File: src/rtl/axi_burst_writer.sv
// axi_burst_writer: converts a (start_addr, num_beats) command plus a valid/ready
// word stream into AXI4 INCR write bursts. Bursts are split at MAX_BURST beats and
// at 4 KB pages, B responses are counted against MAX_OUTSTANDING, and any SLVERR or
// DECERR response raises a sticky error flag that is cleared by the next start.
// Ports:
//   clk, rst_n                     clock, asynchronous active-low reset
//   start/start_addr/num_beats     command (accepted only while busy=0)
//   busy/done/error                status (done is a 1-cycle pulse)
//   s_data_valid/ready/s_data      upstream word stream (passed through to W)
//   m_axi_aw*/m_axi_w*/m_axi_b*    AXI4 write-address, write-data and response channels
module axi_burst_writer #(
  parameter int unsigned ADDR_WIDTH      = 64,
  parameter int unsigned DATA_WIDTH      = 512,
  parameter int unsigned ID_WIDTH        = 4,
  parameter int unsigned LEN_WIDTH       = 32,
  parameter int unsigned MAX_BURST       = 64,
  parameter int unsigned MAX_OUTSTANDING = 8
) (
  input  logic                    clk,
  input  logic                    rst_n,
  input  logic                    start,
  input  logic [ADDR_WIDTH-1:0]   start_addr,
  input  logic [LEN_WIDTH-1:0]    num_beats,
  output logic                    busy,
  output logic                    done,
  output logic                    error,
  input  logic                    s_data_valid,
  output logic                    s_data_ready,
  input  logic [DATA_WIDTH-1:0]   s_data,
  output logic                    m_axi_awvalid,
  input  logic                    m_axi_awready,
  output logic [ADDR_WIDTH-1:0]   m_axi_awaddr,
  output logic [1:0]              m_axi_awburst,
  output logic [7:0]              m_axi_awlen,
  output logic [2:0]              m_axi_awsize,
  output logic [ID_WIDTH-1:0]     m_axi_awid,
  output logic                    m_axi_wvalid,
  input  logic                    m_axi_wready,
  output logic [DATA_WIDTH-1:0]   m_axi_wdata,
  output logic [DATA_WIDTH/8-1:0] m_axi_wstrb,
  output logic                    m_axi_wlast,
  input  logic                    m_axi_bvalid,
  output logic                    m_axi_bready,
  input  logic [1:0]              m_axi_bresp,
  input  logic [ID_WIDTH-1:0]     m_axi_bid
);

  localparam int unsigned BYTES = DATA_WIDTH / 8;
  localparam int unsigned SIZE  = $clog2(BYTES);
  localparam int unsigned OW    = $clog2(MAX_OUTSTANDING + 1);
  localparam int unsigned BCW   = 9;

  typedef enum logic [1:0] {S_IDLE, S_AW, S_W, S_WAIT_B} state_e;

  state_e                 state_q, state_d;
  logic [ADDR_WIDTH-1:0]  addr_q, addr_d;
  logic [LEN_WIDTH-1:0]   remaining_q, remaining_d;
  logic [BCW-1:0]         beat_cnt_q, beat_cnt_d;
  logic [7:0]             awlen_q, awlen_d;
  logic [OW-1:0]          outstanding_q, outstanding_d;
  logic                   awvalid_q, awvalid_d;
  logic                   busy_q, busy_d;
  logic                   done_q, done_d;
  logic                   error_q, error_d;

  logic aw_hs, w_hs, b_hs, last_beat;
  logic unused_bits;

  // Beats in the next burst: limited by what is left, MAX_BURST and the 4 KB page end.
  function automatic logic [BCW-1:0] calc_len(input logic [ADDR_WIDTH-1:0] a,
                                               input logic [LEN_WIDTH-1:0]  rem);
    logic [12:0]          page_beats;
    logic [LEN_WIDTH-1:0] len;
    page_beats = (13'd4096 - {1'b0, a[11:0]}) >> SIZE;
    len = rem;
    if (len > LEN_WIDTH'(MAX_BURST))  len = LEN_WIDTH'(MAX_BURST);
    if (len > LEN_WIDTH'(page_beats)) len = LEN_WIDTH'(page_beats);
    return BCW'(len);
  endfunction

  assign aw_hs     = awvalid_q & m_axi_awready;
  assign w_hs      = (state_q == S_W) & s_data_valid & m_axi_wready;
  assign b_hs      = m_axi_bvalid & m_axi_bready;
  assign last_beat = w_hs & (beat_cnt_q == BCW'(1));

  // State register
  always_ff @(posedge clk or negedge rst_n) begin
    if (!rst_n) state_q <= S_IDLE;
    else        state_q <= state_d;
  end

  // Next-state logic
  always_comb begin
    state_d = state_q;
    case (state_q)
      S_IDLE:   if (start) state_d = (num_beats == '0) ? S_WAIT_B : S_AW;
      S_AW:     if (aw_hs) state_d = S_W;
      S_W:      if (last_beat) state_d = (remaining_q == '0) ? S_WAIT_B : S_AW;
      S_WAIT_B: if (outstanding_q == '0) state_d = S_IDLE;
      default:  state_d = S_IDLE;
    endcase
  end

  // Datapath and registered-output next values
  always_comb begin
    addr_d        = addr_q;
    remaining_d   = remaining_q;
    beat_cnt_d    = beat_cnt_q;
    awlen_d       = awlen_q;
    outstanding_d = outstanding_q;
    error_d       = error_q;

    if ((state_q == S_IDLE) && start) begin
      addr_d      = start_addr & ~ADDR_WIDTH'(BYTES - 1);
      remaining_d = num_beats;
      error_d     = 1'b0;
    end

    if (aw_hs) begin
      addr_d      = addr_q + ((ADDR_WIDTH'(awlen_q) + ADDR_WIDTH'(1)) << SIZE);
      remaining_d = remaining_q - (LEN_WIDTH'(awlen_q) + LEN_WIDTH'(1));
      beat_cnt_d  = BCW'(awlen_q) + BCW'(1);
    end

    if (w_hs) beat_cnt_d = beat_cnt_q - BCW'(1);

    // Simultaneous AW and B handshakes cancel out.
    if (aw_hs && !b_hs)
      outstanding_d = outstanding_q + OW'(1);
    else if (!aw_hs && b_hs && (outstanding_q != '0))
      outstanding_d = outstanding_q - OW'(1);

    if (b_hs && m_axi_bresp[1]) error_d = 1'b1;

    // Burst length is fixed on AW entry so the AW fields stay stable while waiting.
    if ((state_d == S_AW) && (state_q != S_AW))
      awlen_d = 8'(calc_len(addr_d, remaining_d) - BCW'(1));

    // Stays high once raised: outstanding can only grow through our own handshake.
    awvalid_d = (state_d == S_AW) && (outstanding_d < OW'(MAX_OUTSTANDING));
    busy_d    = (state_d != S_IDLE);
    done_d    = (state_q == S_WAIT_B) && (outstanding_q == '0);
  end

  // Datapath registers
  always_ff @(posedge clk or negedge rst_n) begin
    if (!rst_n) begin
      addr_q        <= '0;
      remaining_q   <= '0;
      beat_cnt_q    <= '0;
      awlen_q       <= '0;
      outstanding_q <= '0;
      awvalid_q     <= 1'b0;
      busy_q        <= 1'b0;
      done_q        <= 1'b0;
      error_q       <= 1'b0;
    end else begin
      addr_q        <= addr_d;
      remaining_q   <= remaining_d;
      beat_cnt_q    <= beat_cnt_d;
      awlen_q       <= awlen_d;
      outstanding_q <= outstanding_d;
      awvalid_q     <= awvalid_d;
      busy_q        <= busy_d;
      done_q        <= done_d;
      error_q       <= error_d;
    end
  end

  assign busy          = busy_q;
  assign done          = done_q;
  assign error         = error_q;

  assign m_axi_awvalid = awvalid_q;
  assign m_axi_awaddr  = addr_q;
  assign m_axi_awlen   = awlen_q;
  assign m_axi_awburst = 2'b01;
  assign m_axi_awsize  = 3'(SIZE);
  assign m_axi_awid    = '0;

  // W is a zero-latency pass-through of the upstream stream while in W.
  assign m_axi_wvalid  = (state_q == S_W) & s_data_valid;
  assign s_data_ready  = (state_q == S_W) & m_axi_wready;
  assign m_axi_wdata   = s_data;
  assign m_axi_wstrb   = '1;
  assign m_axi_wlast   = (state_q == S_W) & (beat_cnt_q == BCW'(1));

  assign m_axi_bready  = rst_n;

  assign unused_bits   = ^{m_axi_bid, m_axi_bresp[0]};

endmodule

File: config.mk
export PLATFORM = sky130hd
export DESIGN_NAME = axi_burst_writer
export DESIGN_NICKNAME = d
export VERILOG_FILES = /design/src/rtl/axi_burst_writer.sv
export SDC_FILE = /design/constraint.sdc
export NUM_CORES = 1
export LEC_CHECK = 0
export BUFFER_PORTS_ARGS = -buffer_cell sky130_fd_sc_hd__buf_2
export CORE_AREA = 3 3 506 508
export DETAILED_ROUTE_END_ITERATION = 16
export DIE_AREA = 0 0 509 511
export PLACE_DENSITY = 0.3
export SLEW_MARGIN = 15
export SYNTH_ARGS = -nofsm -noshare
export SYNTH_HDL_FRONTEND = slang
export SYNTH_SLANG_ARGS = --single-unit
File: constraint.sdc
create_clock -name clk -period 10.65 [get_ports clk]
set_clock_uncertainty 0.05 [all_clocks]
set_input_delay 1.065 -clock clk [delete_from_list [all_inputs] [get_ports clk]]
set_output_delay 1.065 -clock clk [all_outputs]
set_load 0.005 [all_outputs]
==> impl_metrics.env, run 1 <==
export IMPL_cts_root_buf="clkbuf_16"
export IMPL_finalHoldWorstSlack_ns=0.387
export IMPL_fmax_ghz=0.130
export IMPL_grt_max_degree=55
export IMPL_drv_slew=0
export IMPL_r2r_slack_ns=2.94
export IMPL_path_buf_inv=3
export IMPL_ir_worst_vdd_v=0.0000914
export IMPL_io_pins=1286
export IMPL_critPathKind="register to register"
export IMPL_drt_vias_per_instance=2.18
export IMPL_yosysUniqueCellTypes=76
export IMPL_cts_tree="yes"
export IMPL_worstPathRequired_ns=11.00
export IMPL_max_slew_margin_pct=34.8
export IMPL_slowest_stage="a211oi_2"
export IMPL_start_kind="register"
export IMPL_drive_above_1_share_pct=20.3
export IMPL_yosys_area_top_type_share_pct=34.6
export IMPL_io_buffers=177
export IMPL_wl_per_cell_um=26.7
export IMPL_setup_violations=0
export IMPL_rsz0062_at_grt="no"
export IMPL_dpl_cell_area_um2=13700
export IMPL_cts_resized_gates=0
export IMPL_synth_seq_cells=123
export IMPL_overflow=0
export IMPL_rr_worst_depth=27
export IMPL_drt_first_pass_iters=5
export IMPL_globalplace_congestion=0.738
export IMPL_finalHoldViolCount=0
export IMPL_p_leak_uw=0.00470
export IMPL_hold_class="primary input to async pin"
export IMPL_cts_hold_buf=0
export IMPL_area_delta_synth_final_pct=12.5
export IMPL_synthFlopType="dfrtp_1"
export IMPL_antenna_left=0
export IMPL_clock_sink_count=123
export IMPL_finish_net_count=1906
export IMPL_dp_hpwl_um=111000
export IMPL_design_area_um2=14300
export IMPL_die_area_um2=260000
export IMPL_reg2reg_from="m_axi_awlen[7]"
export IMPL_crit_arrival_ns=8.06
export IMPL_ys_top_cells_by_count="buf_4, nand2_1, dfrtp_1"
export IMPL_yosysWarnings=0
export IMPL_vias=10100
export IMPL_grt_usage_pct=9.18
export IMPL_die_w_um=509
export IMPL_avgSynthCellArea_um2=7.95
export IMPL_seq_area_frac_synth_pct=24.2
export IMPL_cp_max_fo=16
export IMPL_cpPeakStageDelay_ns=0.70
export IMPL_path_delay_family="simple AND/OR/NAND/NOR gates"
export IMPL_reg2reg_to="m_axi_awlen[4]"
export IMPL_postSynthCellCount=1601
export IMPL_antenna_found_initial=68
export IMPL_path_clk_slew_ns=0.09
export IMPL_maxCapViolCount=0
export IMPL_worst_slew_pin_slew_ns=0.971
export IMPL_clockBufferDepth=2
export IMPL_cp_end_kind="register"
export IMPL_status="finished clean"
export IMPL_place_ws_ns=2.86
export IMPL_async_reset_ff_share_pct=100
export IMPL_row_count=184
export IMPL_synth_area_top_cells="buf_4, dfrtp_1, nand2_1"
export IMPL_dp_cells=4582
export IMPL_drtIter0Drc=687
export IMPL_synth_edf_count=0
export IMPL_totalWireLength_um=124000
export IMPL_cts_buffers=17
export IMPL_synth_area_um2=12700
export IMPL_htreeDepth=4
export IMPL_yosysMostFrequentCell="buf_4"
export IMPL_post_cts_buffers=0
export IMPL_grt_pass1_vias=9897
export IMPL_grt_first_pass_wirelength_um=147000
export IMPL_initial_core_util_pct=5.06
export IMPL_synth_largest_area_cell="buf_4"
export IMPL_die_h_um=511
export IMPL_fillers=29800
export IMPL_insertion_delay_ns=0.52
export IMPL_min_period_ns=7.71
export IMPL_critPathMostFrequentCell="ha_1"
export IMPL_power_density_nw_per_um2=251
export IMPL_drc=0
export IMPL_post_route_period_util_pct=72.4
export IMPL_layout_cells_non_filler=4639
export IMPL_fin_ws_ns=2.94
export IMPL_core_um2=252000
export IMPL_fin_setup_tns_ns=0
## layout by cell type, fill, tap and decap left out, drive strengths merged, types with 5 or more instances in the layout
cell,n
a211oi,27
a21o,11
a21oi,55
a311oi,12
a31oi,22
and2,12
and3,31
and4,5
buf,194
clkbuf,18
clkinv,5
conb,73
dfrtp,123
diode,25
ha,30
inv,44
mux2i,7
nand2,133
nand2b,12
nand3,53
nand4,11
nor2,108
nor2b,5
nor3,48
nor4,25
o211ai,17
o21ai,33
o21bai,5
o22ai,12
o31ai,5
or2,6
or3,8
or4,9
or4b,5
xnor2,21
xor2,10
## logic make-up after synthesis
group | Yosys count | share of synthesized area [%]
xor+xnor | 31 | 2.13
fa+ha+maj | 32 | 3.26
compound gates | 257 | 14.0
buf+inv | 670 | 37.1
flops | 123 | 24.2
other cells | 2 | 0.0590
simple gates | 477 | 18.5
mux | 9 | 0.727
## stage by stage
stage	power, uW	util (%)
global route	3930	5.68
global placement	3040	5.43
finish	3590	5.69
CTS	3720	5.66
floorplan	2240	-
detailed placement	3020	5.43
## how the worst max path moves through the flow
stage / start / endpoint / slack (ns) / depth (start not counted)
global placement: start / m_axi_awlen[4] / 2.72 / 27
global route: m_axi_awlen[7] / m_axi_awlen[4] / 2.33 / 27
CTS: m_axi_awlen[7] / m_axi_awlen[4] / 2.91 / 27
finish: m_axi_awlen[7] / m_axi_awlen[4] / 2.94 / 27
detailed placement: start / m_axi_awlen[4] / 2.86 / 27
floorplan: m_axi_awlen[3] / m_axi_awlen[4] / 3.83 / 30
## sequential cells by signal (all words and copies together) (netlist names)
name / count
error: 1
m_axi_awlen: 8
outstanding_q: 4
busy: 1
m_axi_awvalid: 1
remaining_q: 32
done: 1
beat_cnt_q: 9
m_axi_awaddr: 64
state_q: 2
## where the power goes
group          internal [uW]  switching, uW
Sequential               680            279
Combinational            697           1280
Clock                    349            304
Total                   1730           1860
## metal layers
metal  up-vias  routed length (um)  track usage, %
met5         -                 607            1.22
met4        28                7690            5.69
met3       432               31200            10.6
met2       932               56000            14.5
met1      4511               28400            6.00
li1       4221                   -               -
## cell type report
cell class                      instances  area, um2  share of cell area (%)
Timing Repair Buffer                  194       1020                    7.12
Tap cell                             3348       4190                    29.3
Sequential cell                       123       3080                    21.5
Antenna cell                           25       62.6                   0.437
Clock inverter                         14        160                    1.12
Multi-Input combinational cell        879       5230                    36.6
Clock buffer                           18        429                    3.00
Inverter                               38        143                   0.996
No activity file was read; power rests on OpenSTA's default activity.
==> run 2: changes to the inputs <==
--- a/config.mk
+++ b/config.mk
@@ -6,9 +6,9 @@
 export NUM_CORES = 1
 export LEC_CHECK = 0
 export BUFFER_PORTS_ARGS = -buffer_cell sky130_fd_sc_hd__buf_2
-export CORE_AREA = 3 3 506 508
+export CORE_AREA = 3 3 496 498
 export DETAILED_ROUTE_END_ITERATION = 16
-export DIE_AREA = 0 0 509 511
+export DIE_AREA = 0 0 499 501
 export PLACE_DENSITY = 0.3
 export SLEW_MARGIN = 15
 export SYNTH_ARGS = -nofsm -noshare
==> constraint.sdc (replaced) <==
create_clock -name clk -period 6.69 [get_ports clk]
set_clock_uncertainty 0.05 [all_clocks]
set_input_delay 0.669 -clock clk [delete_from_list [all_inputs] [get_ports clk]]
set_output_delay 0.669 -clock clk [all_outputs]
set_load 0.005 [all_outputs]
==> run 2 against run 1 <==
Compared with the run above:
- flip-flop and latch count unchanged
- global-route usage about the same
- die area shrank 3.9%
- critical endpoint unchanged
- largest cell class unchanged
==> impl_metrics.env, run 2 (same netlist as run 1, synthesis figures left out) <==
export IMPL_status="finished clean"
export IMPL_grt_pass1_vias=10200
export IMPL_htreeDepth=4
export IMPL_design_area_um2=14800
export IMPL_min_period_ns=6.29
export IMPL_drive_above_1_share_pct=26.1
export IMPL_reg2reg_to="m_axi_awlen[4]"
export IMPL_worst_slew_pin_slew_ns=1.01
export IMPL_totalWireLength_um=119000
export IMPL_hold_class="primary input to register"
export IMPL_cts_root_buf="clkbuf_16"
export IMPL_p_leak_uw=0.00509
export IMPL_power_density_nw_per_um2=420
export IMPL_clock_sink_count=123
export IMPL_insertion_delay_ns=0.53
export IMPL_dp_hpwl_um=106000
export IMPL_slowest_stage="or4_4"
export IMPL_drtIter0Drc=641
export IMPL_finish_net_count=1986
export IMPL_drv_slew=0
export IMPL_cts_tree="yes"
export IMPL_post_route_period_util_pct=94.0
export IMPL_reg2reg_from="m_axi_awlen[4]"
export IMPL_setup_violations=0
export IMPL_die_area_um2=250000
export IMPL_cp_end_kind="register"
export IMPL_overflow=0
export IMPL_clockBufferDepth=2
export IMPL_path_clk_slew_ns=0.07
export IMPL_crit_path_end="m_axi_awlen[4]"
export IMPL_vias=10500
export IMPL_die_w_um=499
export IMPL_die_h_um=501
export IMPL_holdPathStages=3
export IMPL_rr_worst_depth=28
export IMPL_grt_first_pass_wirelength_um=142000
export IMPL_worstPathRequired_ns=7.08
export IMPL_max_slew_margin_pct=32.2
export IMPL_critPathLaunch="m_axi_awlen[4]"
export IMPL_drt_vias_per_instance=2.29
export IMPL_ir_worst_vdd_v=0.000210
export IMPL_fin_ws_ns=0.399
export IMPL_dpl_cell_area_um2=14100
export IMPL_core_um2=243000
export IMPL_fin_setup_tns_ns=0
export IMPL_grt_max_degree=58
export IMPL_row_count=181
export IMPL_final_cell_mix="buf_2, nand2_1, dfrtp_1, nor2_1, buf_4"
export IMPL_layout_commonest_cell="buf_2"
export IMPL_globalplace_congestion=0.714
export IMPL_initial_core_util_pct=5.25
export IMPL_rsz0062_at_grt="no"
export IMPL_critPathKind="register to register"
export IMPL_fmax_ghz=0.159
export IMPL_drt_first_pass_iters=7
export IMPL_place_ws_ns=0.0277
export IMPL_cpPeakStageDelay_ns=0.56
export IMPL_cp_max_fo=4
export IMPL_grt_usage_pct=9.14
export IMPL_maxCapViolCount=0
export IMPL_area_delta_synth_final_pct=16.3
export IMPL_finalHoldViolCount=0
export IMPL_io_pins=1286
export IMPL_cts_buffers=17
export IMPL_r2r_slack_ns=0.40
export IMPL_wl_per_cell_um=26.1
export IMPL_antenna_found_initial=64
export IMPL_start_kind="register"
export IMPL_antenna_left=0
export IMPL_crit_arrival_ns=6.68
export IMPL_io_buffers=177
export IMPL_drc=0
export IMPL_largest_register_ffs=64
==> run 2: worst min path at each step <==
stage	from	end
after floorplan	rst_n	beat_cnt_q[0]
after global placement	error	error
after detailed placement	error	error
after CTS	start_addr[59]	m_axi_awaddr[59]
after global routing	start_addr[39]	m_axi_awaddr[39]
final	start_addr[17]	m_axi_awaddr[17]
==> run 2: layout make-up <==
class | count | area [um2]
sequential | 123 | 3080
clock buffer | 18 | 429
antenna | 21 | 52.6
timing repair buffer | 274 | 1630
multi-input combinational | 879 | 5320
inverter | 38 | 143
tap | 3202 | 4010
fill | 28600 | 228000
clock inverter | 14 | 146
==> run 2: what timing repair did <==
item,CTS,global route
resized for setup,0,19
setup endpoints to repair,0,3
hold buffers,1,0
setup buffers,0,3
hold endpoints to repair,21,0
==> run 2: layer usage <==
| layer | wire, um | vias up | GRT usage [%] |
|---|---|---|---|
| met1 | 26100 | 4683 | 5.68 |
| met2 | 56400 | 948 | 15.3 |
| met5 | 457 | - | 0.849 |
| li1 | - | 4371 | - |
| met3 | 28000 | 441 | 9.99 |
| met4 | 8240 | 28 | 5.76 |
==> run 2: worst max-delay path, delay by kind of cell (launching register included) <==
family | cells | cell delay, ns
AO/OA/AOI/OAI | 12 | 2.17
adder cells (fa/ha/maj) | 3 | 0.79
buffers and inverters | 4 | 0.47
flip-flops | 1 | 0.37
AND/OR/NAND/NOR | 9 | 2.37
==> run 2: through the flow <==
stage / hold slack [ns] / utilization, % / cells / total power [uW]
after detailed placement: 0.429 / 5.80 / 4512 / 5240
final: 0.335 / 6.10 / 4569 / 6220
after CTS: 0.288 / 6.04 / 4545 / 6330
after floorplan: 0.323 / - / 1672 / 3560
after global placement: 0.419 / 5.80 / 4512 / 5270
after global routing: 0.299 / 6.09 / 4559 / 6790
==> run 2: report_power, final <==
| group | total, uW | leakage, uW | internal [uW] | switching [uW] |
|---|---|---|---|---|
| logic | 3730 | 0.00338 | 1480 | 2240 |
| registers | 1470 | 0.00144 | 1080 | 388 |
| clock network | 1020 | 0.000277 | 549 | 474 |
| total | 6220 | 0.00509 | 3110 | 3110 |
==> run 3: changes to the inputs <==
--- a/config.mk
+++ b/config.mk
@@ -5,10 +5,11 @@
 export SDC_FILE = /design/constraint.sdc
 export NUM_CORES = 1
 export LEC_CHECK = 0
+export ABC_AREA = 1
 export BUFFER_PORTS_ARGS = -buffer_cell sky130_fd_sc_hd__buf_2
-export CORE_AREA = 3 3 496 498
+export CORE_AREA = 3 3 505 507
 export DETAILED_ROUTE_END_ITERATION = 16
-export DIE_AREA = 0 0 499 501
+export DIE_AREA = 0 0 508 510
 export PLACE_DENSITY = 0.3
 export SLEW_MARGIN = 15
 export SYNTH_ARGS = -nofsm -noshare
==> run 3 against run 2 <==
Compared with the run above:
- clock-buffer cell count down 1
- final area up 5.2%
- via count up 15%
- wire length up 4.9%
- worst hold slack better by 0.0041 ns
- synthesized area up 10%
- critical path depth up 9
- register-to-register slack better by 0.69 ns
- final cell count up 12%
- core utilization up 0.10 points
- synthesized cell count up 29%
==> impl_metrics.env, run 3 <==
export IMPL_final_cell_mix="nand2_1, inv_1, buf_2, nor2_1, nand3_1"
export IMPL_initial_core_util_pct=5.59
export IMPL_synth_edf_count=0
export IMPL_row_count=184
export IMPL_p_leak_uw=0.00596
export IMPL_clockBufferDepth=2
export IMPL_use_met2_pct=15.0
export IMPL_cp_max_fo=10
export IMPL_cp_end_kind="register"
export IMPL_gr_usage_met1_pct=5.92
export IMPL_synth_seq_cells=123
export IMPL_core_um2=251000
export IMPL_place_ws_ns=1.12
export IMPL_yosysWarnings=0
export IMPL_area_delta_synth_final_pct=10.9
export IMPL_async_reset_ff_share_pct=100
export IMPL_slowest_stage="dfrtp_1"
export IMPL_io_buffers=177
export IMPL_finish_net_count=2387
export IMPL_fin_setup_tns_ns=0
export IMPL_layout_commonest_cell="nand2_1"
export IMPL_drt_first_pass_iters=5
export IMPL_grt_busiest_layer="met2"
export IMPL_htreeDepth=4
export IMPL_status="finished clean"
export IMPL_cts_root_buf="clkbuf_16"
export IMPL_grt_usage_pct=9.25
export IMPL_insertion_delay_ns=0.51
export IMPL_drc=0
export IMPL_power_density_nw_per_um2=392
export IMPL_design_area_um2=15600
export IMPL_crit_arrival_ns=5.94
export IMPL_drv_slew=0
export IMPL_fin_ws_ns=1.09
export IMPL_cpPeakStageDelay_ns=0.46
export IMPL_setup_violations=0
export IMPL_cts_tree="yes"
export IMPL_antenna_left=0
export IMPL_max_slew_margin_pct=42.1
export IMPL_hold_class="primary input to register"
export IMPL_rsz0062_at_grt="no"
export IMPL_dpl_cell_area_um2=15000
export IMPL_synthFlopType="dfrtp_1"
export IMPL_drtIter0Drc=636
export IMPL_cts_buffers=17
export IMPL_finalHoldViolCount=0
export IMPL_yosysUniqueCellTypes=55
export IMPL_synthXorXnorAreaFrac_pct=0.811
export IMPL_grt_first_pass_wirelength_um=150000
export IMPL_synthMuxAreaShare_pct=0
export IMPL_drive_above_1_share_pct=15.4
export IMPL_path_clk_slew_ns=0.08
export IMPL_globalplace_congestion=0.779
export IMPL_yosys_area_top_type_share_pct=31.3
export IMPL_synth_largest_area_cell="buf_4"
export IMPL_finalHoldWorstSlack_ns=0.339
export IMPL_synth_simple_gate_area_share_pct=26.5
export IMPL_synth_area_top_cells="buf_4, dfrtp_1, nand2_1"
export IMPL_die_w_um=508
export IMPL_drt_vias_per_instance=2.35
export IMPL_worst_slew_pin_slew_ns=0.859
export IMPL_grt_max_degree=50
export IMPL_avgSynthCellArea_um2=6.79
export IMPL_totalWireLength_um=125000
export IMPL_fmax_ghz=0.179
export IMPL_die_area_um2=259000
export IMPL_clock_sink_count=123
export IMPL_maxCapViolCount=0
export IMPL_ir_worst_vdd_v=0.000169
export IMPL_min_period_ns=5.60
export IMPL_ys_top_cells_by_count="buf_4, nand2_1, inv_1"
export IMPL_start_kind="register"
export IMPL_cts_resized_gates=0
export IMPL_synth_area_um2=14000
export IMPL_critPathMostFrequentCell="nand2_1"
export IMPL_die_h_um=510
export IMPL_critPathKind="register to register"
export IMPL_largest_register_ffs=64
export IMPL_worstPathRequired_ns=7.03
export IMPL_post_route_period_util_pct=83.7
export IMPL_grt_pass1_vias=12100
export IMPL_dp_hpwl_um=112000
export IMPL_cts_hold_buf=1
export IMPL_vias=12000
export IMPL_overflow=0
export IMPL_io_pins=1286
export IMPL_antenna_found_initial=25
export IMPL_synthAdderAreaFrac_pct=2.96
export IMPL_synth_top_family_by_area="buffers and inverters"
export IMPL_use_met3_pct=10.9
export IMPL_seq_area_frac_synth_pct=21.9
export IMPL_wl_per_cell_um=24.5
export IMPL_post_cts_buffers=0
export IMPL_postSynthCellCount=2067
export IMPL_synth_compound_area_share_pct=9.37
export IMPL_yosysMostFrequentCell="buf_4"
-- run 3: cell types whose count changed after synthesis, moves of 26 or more --
cell / change
nand2_1: +273
inv_1: +177
nand3_1: +78
nor2_1: +68
nand4_1: +37
and3_1: -29
a211oi_1: -26
-- run 3: power by group --
part	switching [uW]	internal (uW)	total (uW)	leakage [uW]
Sequential	448	1070	1520	0.00154
Clock	524	496	1020	0.000272
Combinational	2470	1090	3560	0.00414
Total	3440	2660	6110	0.00596
-- run 3: worst paths after layout --
check | startpoint | end | slack [ns] | depth (start not counted)
worst max-delay path | m_axi_awlen[0] | m_axi_awlen[6] | 1.09 | 37
worst min register to register | m_axi_awaddr[2] | m_axi_awaddr[2] | 0.45 | 2
worst min-delay path | start_addr[17] | m_axi_awaddr[17] | 0.34 | 3
worst max register to register | m_axi_awlen[0] | m_axi_awlen[6] | 1.09 | 37
min in group asynchronous | rst_n | m_axi_awaddr[14] | 0.57 | 2
max in group asynchronous | rst_n | beat_cnt_q[6] | 4.83 | 4
-- run 3: cell type report --
class	count	area [um2]
fill	30000	235000
multi-input combinational	1171	5840
tap	3348	4190
sequential	123	3080
timing repair buffer	192	1010
inverter	229	862
clock buffer	17	425
clock inverter	15	154
antenna	7	17.5
-- run 3: per-stage QoR --
stage,utilization (%),total power [uW],std cells
finish,6.21,6110,5102
global route,6.20,6790,5097
CTS,6.20,6320,5095
detailed placement,5.97,5240,5062
global placement,5.97,5280,5062
floorplan,-,3900,2138
-- run 3: layer usage --
layer	up-vias	part of all wire, %
met5	-	0.36
met4	20	5.7
met3	329	25
met2	976	46
met1	5333	23
li1	5357	-
-- run 3: worst max-delay path, delay by kind of cell (launching register included) --
kind | cells | cell delay (ns)
adders and majority gates | 4 | 0.98
DFF | 1 | 0.46
and+or+nand+nor | 21 | 2.60
AOI/OAI and AO/OA | 3 | 0.43
buffers and inverters | 9 | 0.97
-- run 3: kinds of logic after synthesis --
family                   Yosys count
XOR/XNOR                          13
flip-flops                       123
AO/OA/AOI/OAI                    206
adder cells (fa/ha/maj)           32
other                              2
AND/OR/NAND/NOR                  847
buffers and inverters            844
